[config.mk]
export PLATFORM = sky130hd
export DESIGN_NAME = clock_display_scan
export DESIGN_NICKNAME = d
export VERILOG_FILES = /design/src/rtl/clock_disp_pkg.sv /design/src/rtl/clock_bin2bcd.sv /design/src/rtl/clock_display_scan.sv
export SDC_FILE = /design/constraint.sdc
export NUM_CORES = 1
export LEC_CHECK = 0
export CORE_MARGIN = 3
export CORE_UTILIZATION = 53
export DETAILED_ROUTE_END_ITERATION = 8
export HOLD_SLACK_MARGIN = 0.08
export PLACE_DENSITY_LB_ADDON = 0.1
export SYNTH_ARGS = -nofsm -noshare
export SYNTH_HDL_FRONTEND = slang
export SYNTH_SLANG_ARGS = --single-unit
[constraint.sdc]
create_clock -name Clk -period 2.3 [get_ports Clk]
set_clock_uncertainty 0.05 [all_clocks]
set_input_delay 0.69 -clock Clk [delete_from_list [all_inputs] [get_ports Clk]]
set_output_delay 0.69 -clock Clk [all_outputs]
set_load 0.01 [all_outputs]
[src/rtl/clock_disp_pkg.sv]
// Shared types and constants for the six-digit clock display scanner.
// Seven-segment patterns are active-low, bit order {g,f,e,d,c,b,a}.
package clock_disp_pkg;

  typedef enum logic [2:0] {
    S_IDLE,
    S_LATCH,
    S_CONV_S,
    S_CONV_M,
    S_CONV_H,
    S_COMMIT
  } disp_state_e;

  localparam int NUM_DIGITS = 6;
  localparam int SEC_MAX    = 59;
  localparam int MIN_MAX    = 59;
  localparam int HR_MAX     = 23;

  localparam logic [6:0] SEG_0     = 7'h40;
  localparam logic [6:0] SEG_1     = 7'h79;
  localparam logic [6:0] SEG_2     = 7'h24;
  localparam logic [6:0] SEG_3     = 7'h30;
  localparam logic [6:0] SEG_4     = 7'h19;
  localparam logic [6:0] SEG_5     = 7'h12;
  localparam logic [6:0] SEG_6     = 7'h02;
  localparam logic [6:0] SEG_7     = 7'h78;
  localparam logic [6:0] SEG_8     = 7'h00;
  localparam logic [6:0] SEG_9     = 7'h10;
  localparam logic [6:0] SEG_DASH  = 7'h3F;
  localparam logic [6:0] SEG_BLANK = 7'h7F;

  // Digit codes above 9 carry the two special glyphs.
  localparam logic [3:0] CODE_BLANK = 4'hE;
  localparam logic [3:0] CODE_DASH  = 4'hF;

  function automatic logic [6:0] seg_encode(
    input logic [3:0] code
  );
    logic [6:0] s;
    s = SEG_BLANK;
    case (code)
      4'd0:       s = SEG_0;
      4'd1:       s = SEG_1;
      4'd2:       s = SEG_2;
      4'd3:       s = SEG_3;
      4'd4:       s = SEG_4;
      4'd5:       s = SEG_5;
      4'd6:       s = SEG_6;
      4'd7:       s = SEG_7;
      4'd8:       s = SEG_8;
      4'd9:       s = SEG_9;
      CODE_DASH:  s = SEG_DASH;
      default:    s = SEG_BLANK;
    endcase
    return s;
  endfunction

endpackage

[src/rtl/clock_bin2bcd.sv]
// Sequential binary-to-tens/ones converter, one subtraction of ten per cycle.
// The first subtraction is folded into the start cycle.
module clock_bin2bcd
  import clock_disp_pkg::*;
(
  input  logic       clk_i,
  input  logic       rst_ni,
  input  logic       start_i,
  input  logic [5:0] val_i,
  output logic       done_o,
  output logic [3:0] tens_o,
  output logic [3:0] ones_o
);

  logic [5:0] rem_q, rem_d;
  logic [3:0] tens_q, tens_d;
  logic       busy_q, busy_d;

  always_comb begin
    rem_d  = rem_q;
    tens_d = tens_q;
    busy_d = busy_q;
    if (start_i) begin
      busy_d = 1'b1;
      if (val_i >= 6'd10) begin
        rem_d  = val_i - 6'd10;
        tens_d = 4'd1;
      end else begin
        rem_d  = val_i;
        tens_d = 4'd0;
      end
    end else if (busy_q) begin
      if (rem_q >= 6'd10) begin
        rem_d  = rem_q - 6'd10;
        tens_d = tens_q + 4'd1;
      end else begin
        busy_d = 1'b0;
      end
    end
  end

  always_ff @(posedge clk_i or negedge rst_ni) begin
    if (!rst_ni) begin
      rem_q  <= '0;
      tens_q <= '0;
      busy_q <= 1'b0;
    end else begin
      rem_q  <= rem_d;
      tens_q <= tens_d;
      busy_q <= busy_d;
    end
  end

  assign done_o = busy_q && (rem_q < 6'd10);
  assign tens_o = tens_q;
  assign ones_o = rem_q[3:0];

endmodule

[src/rtl/clock_display_scan.sv]
// Six-digit multiplexed HH:MM:SS display with per-frame BCD conversion.
// Define CLOCK_DISP_BLANK_LEAD_EN to blank a leading zero in hours-tens.
module clock_display_scan
  import clock_disp_pkg::*;
#(
  parameter int unsigned SCAN_DIV = 1000
) (
  input  logic       Clk,
  input  logic       reset_n,
  input  logic [5:0] seconds,
  input  logic [5:0] minutes,
  input  logic [4:0] hours,
  output logic [6:0] seg,
  output logic [5:0] an,
  output logic       frame_tick
);

`ifdef CLOCK_DISP_BLANK_LEAD_EN
  localparam logic LEAD_BLANK = 1'b1;
`else
  localparam logic LEAD_BLANK = 1'b0;
`endif

  localparam logic [15:0] PRE_TC = 16'(SCAN_DIV - 1);
  localparam logic [2:0]  IDX_LAST = 3'(NUM_DIGITS - 1);

  disp_state_e state_q, state_d;

  logic [15:0] pre_q, pre_d;
  logic [2:0]  idx_q, idx_d;
  logic        tick_q, tick_d;
  logic        boot_q, boot_d;
  logic        live_q, live_d;
  logic [5:0]  an_q, an_d;
  logic [6:0]  seg_q, seg_d;

  logic [5:0]  min_q;
  logic [4:0]  hr_q;
  logic        s_bad_q, m_bad_q, h_bad_q;
  logic [3:0]  s_t_q, s_o_q, m_t_q, m_o_q, h_t_q, h_o_q;
  logic [3:0]  dig_q [NUM_DIGITS];
  logic [3:0]  dig_d [NUM_DIGITS];

  logic        cv_start, cv_done;
  logic [5:0]  cv_val;
  logic [3:0]  cv_tens, cv_ones;

  clock_bin2bcd u_bin2bcd (
    .clk_i   (Clk),
    .rst_ni  (reset_n),
    .start_i (cv_start),
    .val_i   (cv_val),
    .done_o  (cv_done),
    .tens_o  (cv_tens),
    .ones_o  (cv_ones)
  );

  // Scan timing: prescaler, digit index and frame pulse.
  always_comb begin
    pre_d  = pre_q + 16'd1;
    idx_d  = idx_q;
    tick_d = 1'b0;
    if (pre_q == PRE_TC) begin
      pre_d = '0;
      if (idx_q == IDX_LAST) begin
        idx_d  = '0;
        tick_d = 1'b1;
      end else begin
        idx_d = idx_q + 3'd1;
      end
    end
  end

  always_comb begin
    state_d  = state_q;
    boot_d   = boot_q;
    live_d   = live_q;
    cv_start = 1'b0;
    cv_val   = '0;
    unique case (state_q)
      S_IDLE: begin
        if (boot_q || tick_q) begin
          state_d = S_LATCH;
          boot_d  = 1'b0;
        end
      end
      S_LATCH: begin
        cv_start = 1'b1;
        cv_val   = seconds;
        state_d  = S_CONV_S;
      end
      S_CONV_S: begin
        if (cv_done) begin
          cv_start = 1'b1;
          cv_val   = min_q;
          state_d  = S_CONV_M;
        end
      end
      S_CONV_M: begin
        if (cv_done) begin
          cv_start = 1'b1;
          cv_val   = {1'b0, hr_q};
          state_d  = S_CONV_H;
        end
      end
      S_CONV_H: begin
        if (cv_done) state_d = S_COMMIT;
      end
      S_COMMIT: begin
        live_d  = 1'b1;
        state_d = S_IDLE;
      end
      default: state_d = S_IDLE;
    endcase
  end

  always_comb begin
    dig_d[0] = s_bad_q ? CODE_DASH : s_o_q;
    dig_d[1] = s_bad_q ? CODE_DASH : s_t_q;
    dig_d[2] = m_bad_q ? CODE_DASH : m_o_q;
    dig_d[3] = m_bad_q ? CODE_DASH : m_t_q;
    dig_d[4] = h_bad_q ? CODE_DASH : h_o_q;
    if (h_bad_q)
      dig_d[5] = CODE_DASH;
    else if (LEAD_BLANK && (h_t_q == 4'd0))
      dig_d[5] = CODE_BLANK;
    else
      dig_d[5] = h_t_q;
  end

  always_comb begin
    an_d  = 6'h3F;
    seg_d = SEG_BLANK;
    if (live_q) begin
      an_d  = ~(6'b000001 << idx_q);
      seg_d = seg_encode(dig_q[idx_q]);
    end
  end

  always_ff @(posedge Clk or negedge reset_n) begin
    if (!reset_n) begin
      state_q <= S_IDLE;
      pre_q   <= '0;
      idx_q   <= '0;
      tick_q  <= 1'b0;
      boot_q  <= 1'b1;
      live_q  <= 1'b0;
      an_q    <= 6'h3F;
      seg_q   <= SEG_BLANK;
    end else begin
      state_q <= state_d;
      pre_q   <= pre_d;
      idx_q   <= idx_d;
      tick_q  <= tick_d;
      boot_q  <= boot_d;
      live_q  <= live_d;
      an_q    <= an_d;
      seg_q   <= seg_d;
    end
  end

  // Conversion datapath; committed digits only change in COMMIT.
  always_ff @(posedge Clk or negedge reset_n) begin
    if (!reset_n) begin
      min_q   <= '0;
      hr_q    <= '0;
      s_bad_q <= 1'b0;
      m_bad_q <= 1'b0;
      h_bad_q <= 1'b0;
      s_t_q   <= '0;
      s_o_q   <= '0;
      m_t_q   <= '0;
      m_o_q   <= '0;
      h_t_q   <= '0;
      h_o_q   <= '0;
      for (int i = 0; i < NUM_DIGITS; i++) dig_q[i] <= '0;
    end else begin
      if (state_q == S_LATCH) begin
        min_q   <= minutes;
        hr_q    <= hours;
        s_bad_q <= seconds > 6'(SEC_MAX);
        m_bad_q <= minutes > 6'(MIN_MAX);
        h_bad_q <= hours > 5'(HR_MAX);
      end
      if (state_q == S_CONV_S && cv_done) begin
        s_t_q <= cv_tens;
        s_o_q <= cv_ones;
      end
      if (state_q == S_CONV_M && cv_done) begin
        m_t_q <= cv_tens;
        m_o_q <= cv_ones;
      end
      if (state_q == S_CONV_H && cv_done) begin
        h_t_q <= cv_tens;
        h_o_q <= cv_ones;
      end
      if (state_q == S_COMMIT) begin
        for (int i = 0; i < NUM_DIGITS; i++) dig_q[i] <= dig_d[i];
      end
    end
  end

  assign an         = an_q;
  assign seg        = seg_q;
  assign frame_tick = tick_q;

endmodule
Yosys cells after proc, flatten, opt, wreduce, memory -nomap -nowiden
Memory sizes are Yosys's and may differ from the RTL's.
Index checks and enable logic that the tools add are counted.
{"block": "word_totals", "out_inout_bits": 14, "memories": 1, "latchBits": 0, "mem_bits_rw": 0, "reg_bits": 111, "word_cells": 103, "romBits": 112}
{"memory": "(no name shown)", "depth": 16, "word_bits": 7, "rd": 1, "rd_clocked_by_memory_dff": 0, "write_ports": 0, "line": "clock_disp_pkg.sv:41", "text": "case (code)"}
{"block": "op_classes", "n_eq_ne": 11, "magnitude_cmp": 7, "addsub": 5, "n_mul": 0, "n_reduce_logical": 12, "n_shift": 1, "mux": 36, "n_bitwise": 2, "div_mod_pow": 0}
{"operator": "$mux 4", "n": 11}
{"operator": "$mux 6", "n": 6}
{"operator": "$pmux 6 s3", "n": 1}
{"operator": "$add 16x1->16 const B", "n": 1}
{"operator": "$eq 16x10->1 const B", "n": 1}
{"operator": "$mux 16", "n": 1}
{"operator": "$mux 3", "n": 5}
{"operator": "$pmux 3 s5", "n": 1}
{"operator": "$bmux 4 s3", "n": 1}
{"operator": "$ge 6x4->1 const B", "n": 2}
{"operator": "$gt 6x6->1 const B", "n": 2}
{"operator": "$sub 6x4->6 const B", "n": 2}
{"operator": "$eq 3x3->1 const B", "n": 3}
{"operator": "$ne 2x2->1 const B", "n": 4}
{"operator": "$mux 1", "n": 7}
{"operator": "$mux 7", "n": 1}
{"operator": "$eq 3x2->1 const B", "n": 2}
{"operator": "$lt 6x4->1 const B", "n": 1}
{"operator": "$not 6->6", "n": 1}
{"operator": "$shl 1x3->6 const A", "n": 1}
{"operator": "$gt 5x5->1 const B", "n": 1}
{"operator": "$mux 5", "n": 1}
{"operator": "$add 4x1->4 const B", "n": 1}
{"operator": "$ge 4x4->1 const B", "n": 1}
{"operator": "other kinds (11)", "n": 16}

Depth between registers and ports, before layout
Gate-level depths: netlist of the first run.
{"block": "depth", "depth_word": 7, "ltp_mapped": 10, "ltp_nobuf": 9}

Modules after synthesis
A second synthesis of the first run with hierarchy kept.
{"block": "hier_totals", "cells_unflattened": 503, "area_unflattened_um2": 5198.7}
{"mod": "clock_display_scan", "area_each_um2": 4455.5, "seq_area_each_um2": 2519.9, "cells_per_inst": 425, "instances": 1}
{"mod": "clock_bin2bcd", "area_each_um2": 743.2, "seq_area_each_um2": 275.3, "cells_per_inst": 78, "instances": 1}

Worst setup path after synthesis of the first run
OpenSTA, ideal clock, no wires.
{"block": "synth_path", "path_kind": "register to register", "startpoint": "register idx_q[2]", "endpoint": "register seg_q[3], in the netlist seg[3]", "n_path_buf": 1, "required_time_ps": 2159, "arrival_ps": 2035, "stages_incl_launch_ff": 10, "slack_ps": 124, "path_cell_list": "dfrtp_1 -> buf_2 -> or2_1 -> mux4_2 -> a22o_1 -> inv_1 -> ha_1 -> nand2_1 -> nor2_1 -> o31ai_1"}
{"block": "synth_via", "elab_chain_cells": 6}
{"item": "start, declared", "line": "clock_display_scan.sv:30", "text": "logic [2:0] idx_q, idx_d;"}
{"item": "start signal, assigned", "line": "clock_display_scan.sv:153", "text": "idx_q <= idx_d;"}
{"item": "$not 3->4 (implied by the code)", "line": "clock_display_scan.sv:136", "text": "seg_d = seg_encode(dig_q[idx_q]);"}
{"item": "$bmux 4 s3", "line": "clock_display_scan.sv:136"}
{"item": "$mux 4 (implied by the code) (2 in series)", "line": "clock_display_scan.sv:136"}
{"item": "$mem_v2 16x7"}
{"item": "$mux 7", "line": "clock_display_scan.sv:134", "text": "if (live_q) begin"}
{"item": "via seg_d[3]", "line": "clock_display_scan.sv:35", "text": "logic [6:0] seg_q, seg_d;"}
{"item": "end signal, assigned", "line": "clock_display_scan.sv:158", "text": "seg_q <= seg_d;"}
{"item": "end, declared", "line": "clock_display_scan.sv:35"}
The timed path passes the listed nets, and every way through them passes these cells. The select of a mux whose other input is x is not followed.
A chain may end at the register's enable or synchronous reset.

Worst setup path after layout of the first run
{"block": "layout_path", "startpoint": "register an_q[1], in the netlist an[1]", "endpoint": "output an[1]"}
{"item": "start, declared", "line": "clock_display_scan.sv:34", "text": "logic [5:0] an_q, an_d;"}
{"item": "start signal, assigned", "line": "clock_display_scan.sv:157", "text": "an_q <= an_d;"}
{"item": "end, declared", "line": "clock_display_scan.sv:14", "text": "output logic [5:0] an,"}
No word-level cell between the ends.

==> metrics.txt, run 1 <==
status=finished, final reports clean; number of synthesized flops with an enable pin=0; GPL Wtd Cong=0.827; fin crit share=0.944; Arr. time, crit path=roughly 1400 ps; final slew viol count=0; GRT Resource Usage Total=0.198; Layout area overhead=13.9%; worst relative slew slack=0.614; CP peak stage delay=approximately 530 ps; CTS root buf=clkbuf_8; Max Root-Sink Buffers=2; max_cap viols=0; Mapped Area=slightly above 5000 um^2; Post-Route Utilization=0.632; dpl cells=666; Hold Buf Count CTS=0; Tmin final=2170 ps; Iter 0 DRT Violations=179; Cell Count, Final, Fillers Out=between 600 and 700; Num CTS Buffers=9; Final Power=3.15 mW; Async SR Flop Fraction=1.00; final setup vio count=0; clk slew on worst S/H paths=110 ps; final WL=9.94 mm; Data required, critical path=about 1600 ps; port bufs=32; initial antenna violation count=0; Worst setup startpoint=an[1]$_DFF_PN1_; WL/cell=14.6 um; Detail Placement HPWL=7.24 mm; placeable core area=9370 um^2; RSZ-0062 raised after global routing=false; most common cell in the netlist=dfrtp_1; Worst Setup Start Kind=flip-flop; CP max stage cell=dfstp_2; Die ar.=11000 um^2; maximum fanout along the worst path=1; most frequent cells after synthesis=97 x dfrtp_1, 92 x nand2_1, 52 x nor2_1, 41 x o21ai_0, 22 x mux2_2; vias=about 3600; sequential-to-total area share from yosys stat=0.538; Peak supply drop=0.000259 V; PD cells=532 nW/um^2; Die Ht=105 um; min-delay worst type=in -> async; CTS tree=done; first-pass GRT wire length=around 18 mm; Initial Util=0.555; Slew @ Worst Pin=~580 ps; CP endpoint kind=primary output; largest net degree at the start of global routing=50; Final ANT Viol Nets=0; H-tree depth=3; LEAKAGE=between 2 and 3 nW; vias per cell=approximately 5.3; CP delay by family, top=flip-flops; prevailing post-synth register cell=dfrtp_1; clk_lat worst skew=380 ps; I/O Pins=33; Worst R2R Start=idx_q[2]$_DFFE_PN0N_; Pre-antenna DRT Iters=4; worst path cell trace=clkdlybuf4s50_1; critical path class=reg -> out; layout cell share with drive strength beyond 1=0.170; Synth Register Bits=111; post-route setup TNS=0 ps; cell row count=35; Fin. Hold Viols=0; share of the synthesized area in the top cell type=0.467; Synth area leader=dfrtp_1; Cells after Synth=509; die span in x=105 um; syn_nets=539; DRC viols=0; synth top area cells=dfrtp_1 47%, dfstp_2 7.1%, nand2_1 6.6%; WP buf/inv=1; Post-Syn Area per Cell=10.2 um^2; Yosys warning total=0; Netlist cell types=64; NumNets Final=about 580; vias in the first global route=3742; total gr overflow=0; Max Fclk=around 0.46 GHz; Sinks on Clock Net=111; n_diodes=0
[cell usage in the layout, fill, tap and decap left out, types with 9 or more instances in the layout]
master and instances:
dfrtp_1 96, nand2_1 92, nor2_1 52, o21ai_0 40, clkdlybuf4s50_1 31, mux2_2 22, buf_4 21, nand3_1 16
a21oi_1 15, xor2_1 14, dfstp_2 14, ha_1 11, nor3_1 9, xnor2_1 9, clkbuf_8 9
[power by group]
group | total (mW) | leakage [nW] | internal (mW) | switching [mW]
Sequential | 1.95 | 1.39 | 1.95 | 0
Combinational | 0.0773 | 1.21 | 0.0331 | 0.0442
Clock | 1.12 | 0.0899 | 0.417 | 0.702
[logic make-up after synthesis]
kind of cell	Yosys count	share of synthesized area
AND/OR/NAND/NOR	212	0.191
flip-flops	111	0.538
AO/OA/AOI/OAI	84	0.100
buffers and inverters	34	0.0306
multiplexers	34	0.0760
XOR/XNOR	23	0.0387
adder cells (fa/ha/maj)	11	0.0265
[state kept, by name, indices dropped and copies added (netlist names), 5 cells and up]
name,flops
dig_q,24
u_bin2bcd.rem_q,6
an,6
min_q,6
pre_q,16
seg,7
hr_q,5
[metrics by stage]
stage / cell area [um^2] / setup slack [ps] / hold slack (ps)
global placement: 5720 / 60.1 / 395
global route: 5920 / 41.6 / 137
CTS: 5910 / 66.8 / 126
floorplan: 5200 / 124 / 344
detailed placement: 5720 / 26.3 / 403
finish: 5920 / 128 / 133
[what timing repair did]
action                                 4_1_cts  5_1_grt
gates resized for setup                      0        5
buffers inserted                             0        0
endpoints found under the hold margin        0        0
setup endpoints to repair                    0        1
[cell type report]
class / count / area, um^2
Clock buffer: 9 / 124
Clock inverter: 7 / 63.8
Fill cell: 803 / 3450
Inverter: 9 / 33.8
Multi-Input combinational cell: 364 / 2250
Sequential cell: 111 / 2800
Tap cell: 129 / 161
Timing Repair Buffer: 53 / 488
[worst paths after layout]
check	end	slack, ps	cells past startpoint
max in group asynchronous	dig_q[18]$_DFFE_PN0N_	1380	2
hold reg to reg	boot_q$_DFFE_PN1P_	420	1
setup reg to reg	seg[3]$_DFF_PN1_	150	8
setup / recovery	an[1]	130	1
hold / removal	pre_q[10]$_DFF_PN0_	130	1
min in group Clk	boot_q$_DFFE_PN1P_	420	1
[worst register-to-register path, cell delays in order (launching register included)]
cell	delay (ps)
dfrtp_1	390
or2_1	240
mux4_2	450
a22o_2	280
inv_2	90
ha_1	240
nand2_1	60
nor2_1	40
o31ai_1	250
[metal layers]
metal	up-vias	track usage	routed length, um	share of wire
li1	1817	-	-	-
met1	1765	0.263	4660	0.47
met2	50	0.333	4840	0.49
met3	12	0.0445	300	0.030
met4	0	0.0459	141	0.014
met5	-	0	0	0
Power figures use the tool's default switching activity.
==> run 2: changes to the inputs <==
CORE_UTILIZATION = 44   (was 53)
SYNTH_HIERARCHICAL = 1   (was not set)
clock period = 2.1 ns   (was 2.3 ns; I/O delays follow)
==> run 2 against run 1 <==
  * The flow now finishes with violations (negative setup slack)
  * Via count rose by 5.0%
  * Non-clock buffer count grew 48
  * Die area rose by 19%
  * First-iteration DRC count decreased by 24%
  * Worst hold slack improved by 170 ps
==> metrics.txt, run 2 <==
status=complete, but fails checks; failing checks=negative setup slack; most frequent cells in the layout=94 x dfrtp_1, 77 x nand2_1, 55 x buf_4; Die Ht=115 um (+9.2%); most frequent cells after synthesis=97 x dfrtp_1, 79 x nand2_1, 51 x nor2_1, 38 x o21ai_0, 27 x mux2_2; die span in x=115 um (+9.2%); Most flops, register=dig_q; port bufs=32 (unchanged); Layout area overhead=29.8%; final worst setup slack=-258 ps (-385 ps); worst relative slew slack=0.604 (-0.00956); cell row count=39 (+11%); Cells after Synth=503 (-1.2%); first-pass GRT wire length=18.1 mm (+1.9%); vias=3826 (+5.0%); max reg flops=24 (unchanged); Netlist cell types=58 (-9.4%); Initial Util=0.453 (-0.102); Max Root-Sink Buffers=2 (unchanged); Final ANT Viol Nets=0 (unchanged); vias per cell=5.22 (-2.3%); n_diodes=0 (unchanged); most common cell in the netlist=dfrtp_1; clk_lat worst skew=350 ps (-30 ps); H-tree depth=3 (unchanged); CTS root buf=clkbuf_16; prevailing post-synth register cell=dfrtp_1; initial antenna violation count=0 (unchanged); maximum fanout along the worst path=3 (+2); CP endpoint kind=flip-flop; I/O Pins=33 (unchanged); total gr overflow=0 (unchanged); Worst Setup Start Kind=flip-flop; max_cap viols=0 (unchanged); min-delay worst type=in -> async; RSZ-0062 raised after global routing=true; synth top area cells=dfrtp_1 47%, dfstp_2 7.1%, mux2_2 5.8%; DRC viols=0 (unchanged); Sinks on Clock Net=111 (unchanged); Post-Route Utilization=0.589 (-0.0433); final slew viol count=0 (unchanged); Iter 0 DRT Violations=136 (-24%); Num CTS Buffers=9 (unchanged); layout cell share with drive strength beyond 1=0.295 (+0.125); Data required, critical path=2340 ps (+780 ps); Mapped Area=5200 um^2 (about the same); Pre-antenna DRT Iters=4 (unchanged); Peak supply drop=0.000422 V (+63%); filler cell count=964 (+20%); final WL=11.3 mm (+14%); Arr. time, crit path=2600 ps (+1170 ps); NumNets Final=615 (+6.4%); share of the synthesized area in the top cell type=0.467 (about the same); GRT Resource Usage Total=0.175 (-0.0232); PD cells=588 nW/um^2 (+11%); Tmin final=2360 ps; GPL Wtd Cong=0.818 (-1.0%); Final Power=3.97 mW (+26%); Synth Register Bits=111 (unchanged); Max Fclk=0.424 GHz; LEAKAGE=3.07 nW (+14%); commonest non-fill, non-tap cell in the layout=dfrtp_1; clk slew on worst S/H paths=80 ps (-30 ps); Die ar.=13200 um^2 (+19%); WL/cell=15.4 um (+5.9%); number of synthesized flops with an enable pin=0 (unchanged); sequential-to-total area share from yosys stat=0.538 (about the same); Slew @ Worst Pin=593 ps (+16.0 ps); Post-Syn Area per Cell=10.3 um^2 (+1.2%); dpl cells=696 (+4.5%); final setup vio count=14 (+14); Fin. Hold Viols=0 (unchanged); placeable core area=11500 um^2 (+22%); CTS tree=done; syn_nets=533 (-1.1%); vias in the first global route=3728 (-0.37%); Synth area leader=dfrtp_1; fin crit share=1.12; Async SR Flop Fraction=1.00 (unchanged); critical path class=reg -> reg; Detail Placement HPWL=7.64 mm (+5.6%); largest net degree at the start of global routing=112 (+120%); Yosys warning total=6 (+6); Cell Count, Final, Fillers Out=733 (+7.5%)
-- run 2: changes by cell type in the layout (fill, tap and decap cells not counted), sizes merged, moves of 3 or more --
| cell | previous run | this run |
|---|---|---|
| mux2i | 8 | 17 |
| a222oi | 0 | 5 |
| clkdlybuf4s50 | 31 | 20 |
| inv | 11 | 18 |
| nand3 | 16 | 11 |
| dlymetal6s2s | 0 | 11 |
| nor3b | 3 | 0 |
| a21oi | 16 | 4 |
| and2 | 5 | 1 |
| nand2 | 92 | 79 |
| mux2 | 24 | 27 |
| buf | 22 | 70 |
| o21ai | 45 | 40 |
-- run 2: final timing paths --
path	slack, ps	to	startpoint	depth (start not counted)
setup / recovery	-260	u_bin2bcd/rem_q[3]$_DFFE_PN0P_	u_bin2bcd/rem_q[1]$_DFFE_PN0P_	13
hold / removal	300	live_q$_DFFE_PN0N_	reset_n	2
setup reg to reg	-260	u_bin2bcd/rem_q[3]$_DFFE_PN0P_	u_bin2bcd/rem_q[1]$_DFFE_PN0P_	13
hold reg to reg	410	boot_q$_DFFE_PN1P_	boot_q$_DFFE_PN1P_	1
max in group asynchronous	1240	idx_q[2]$_DFFE_PN0N_	reset_n	2
min in group Clk	410	boot_q$_DFFE_PN1P_	boot_q$_DFFE_PN1P_	1
-- run 2: cell type report --
type                            instances  area [um^2]  area share
Clock buffer                           10          229      0.0339
Clock inverter                          6         75.1      0.0111
Inverter                               15         56.3     0.00834
Multi-Input combinational cell        347         2470       0.366
Sequential cell                       111         2800       0.415
Tap cell                              143          179      0.0265
Timing Repair Buffer                  101          941       0.139
-- run 2: cells by family (layout without fill, tap and decap cells) --
family,count (synthesis),after routing,share of synthesized area
simple gates,194,194,0.175
buf+inv,45,132,0.0390
compound gates,78,78,0.0965
mux,44,44,0.0912
flops,111,111,0.538
fa+ha+maj,11,11,0.0265
xor+xnor,20,20,0.0337
-- run 2: metrics by stage --
step	TNS (ps)	cell area [um^2]	hold WS [ps]	setup slack, ps
2_1_floorplan	-2410	5270	284	-486
3_3_place_gp	-2020	5990	397	-288
5_1_grt	-3040	6750	336	-396
4_1_cts	-1190	6410	334	-307
6_report	-1260	6750	298	-258
3_5_place_dp	-2300	5990	400	-363
-- run 2: layer usage --
layer / wire (um) / track usage / vias to the layer above / share of wire
met5: 0 / 0 / - / 0
met1: 5320 / 0.238 / 1880 / 0.47
met2: 5450 / 0.281 / 40 / 0.48
met4: 179 / 0.0681 / 0 / 0.016
li1: - / - / 1895 / -
met3: 366 / 0.0307 / 11 / 0.032
-- run 2: what timing repair did --
action | in CTS | in global routing
endpoints found under the setup margin | 22 | 42
hold buffers | 0 | 0
pin swaps | 9 | 16
buffers inserted | 7 | 14
resized for setup | 17 | 61
-- run 2: power by group --
group | leakage, nW | internal, mW | switching [mW]
Sequential | 1.38 | 2.14 | 0
Clock | 0.146 | 0.946 | 0.804
Combinational | 1.54 | 0.0336 | 0.0480
Total | 3.07 | 3.12 | 0.852
-- run 2: critical path: stages (launching register included) --
cell and delay, ps:
dfrtp_1 380, o21a_1 230, nand2b_4 170, nor2_4 120
buf_6 110, nand2_4 50, nor3_4 160, a222oi_1 130
inv_1 130, inv_2 60, ha_4 160, or3_1 310
nand4_1 90, o31a_1 130
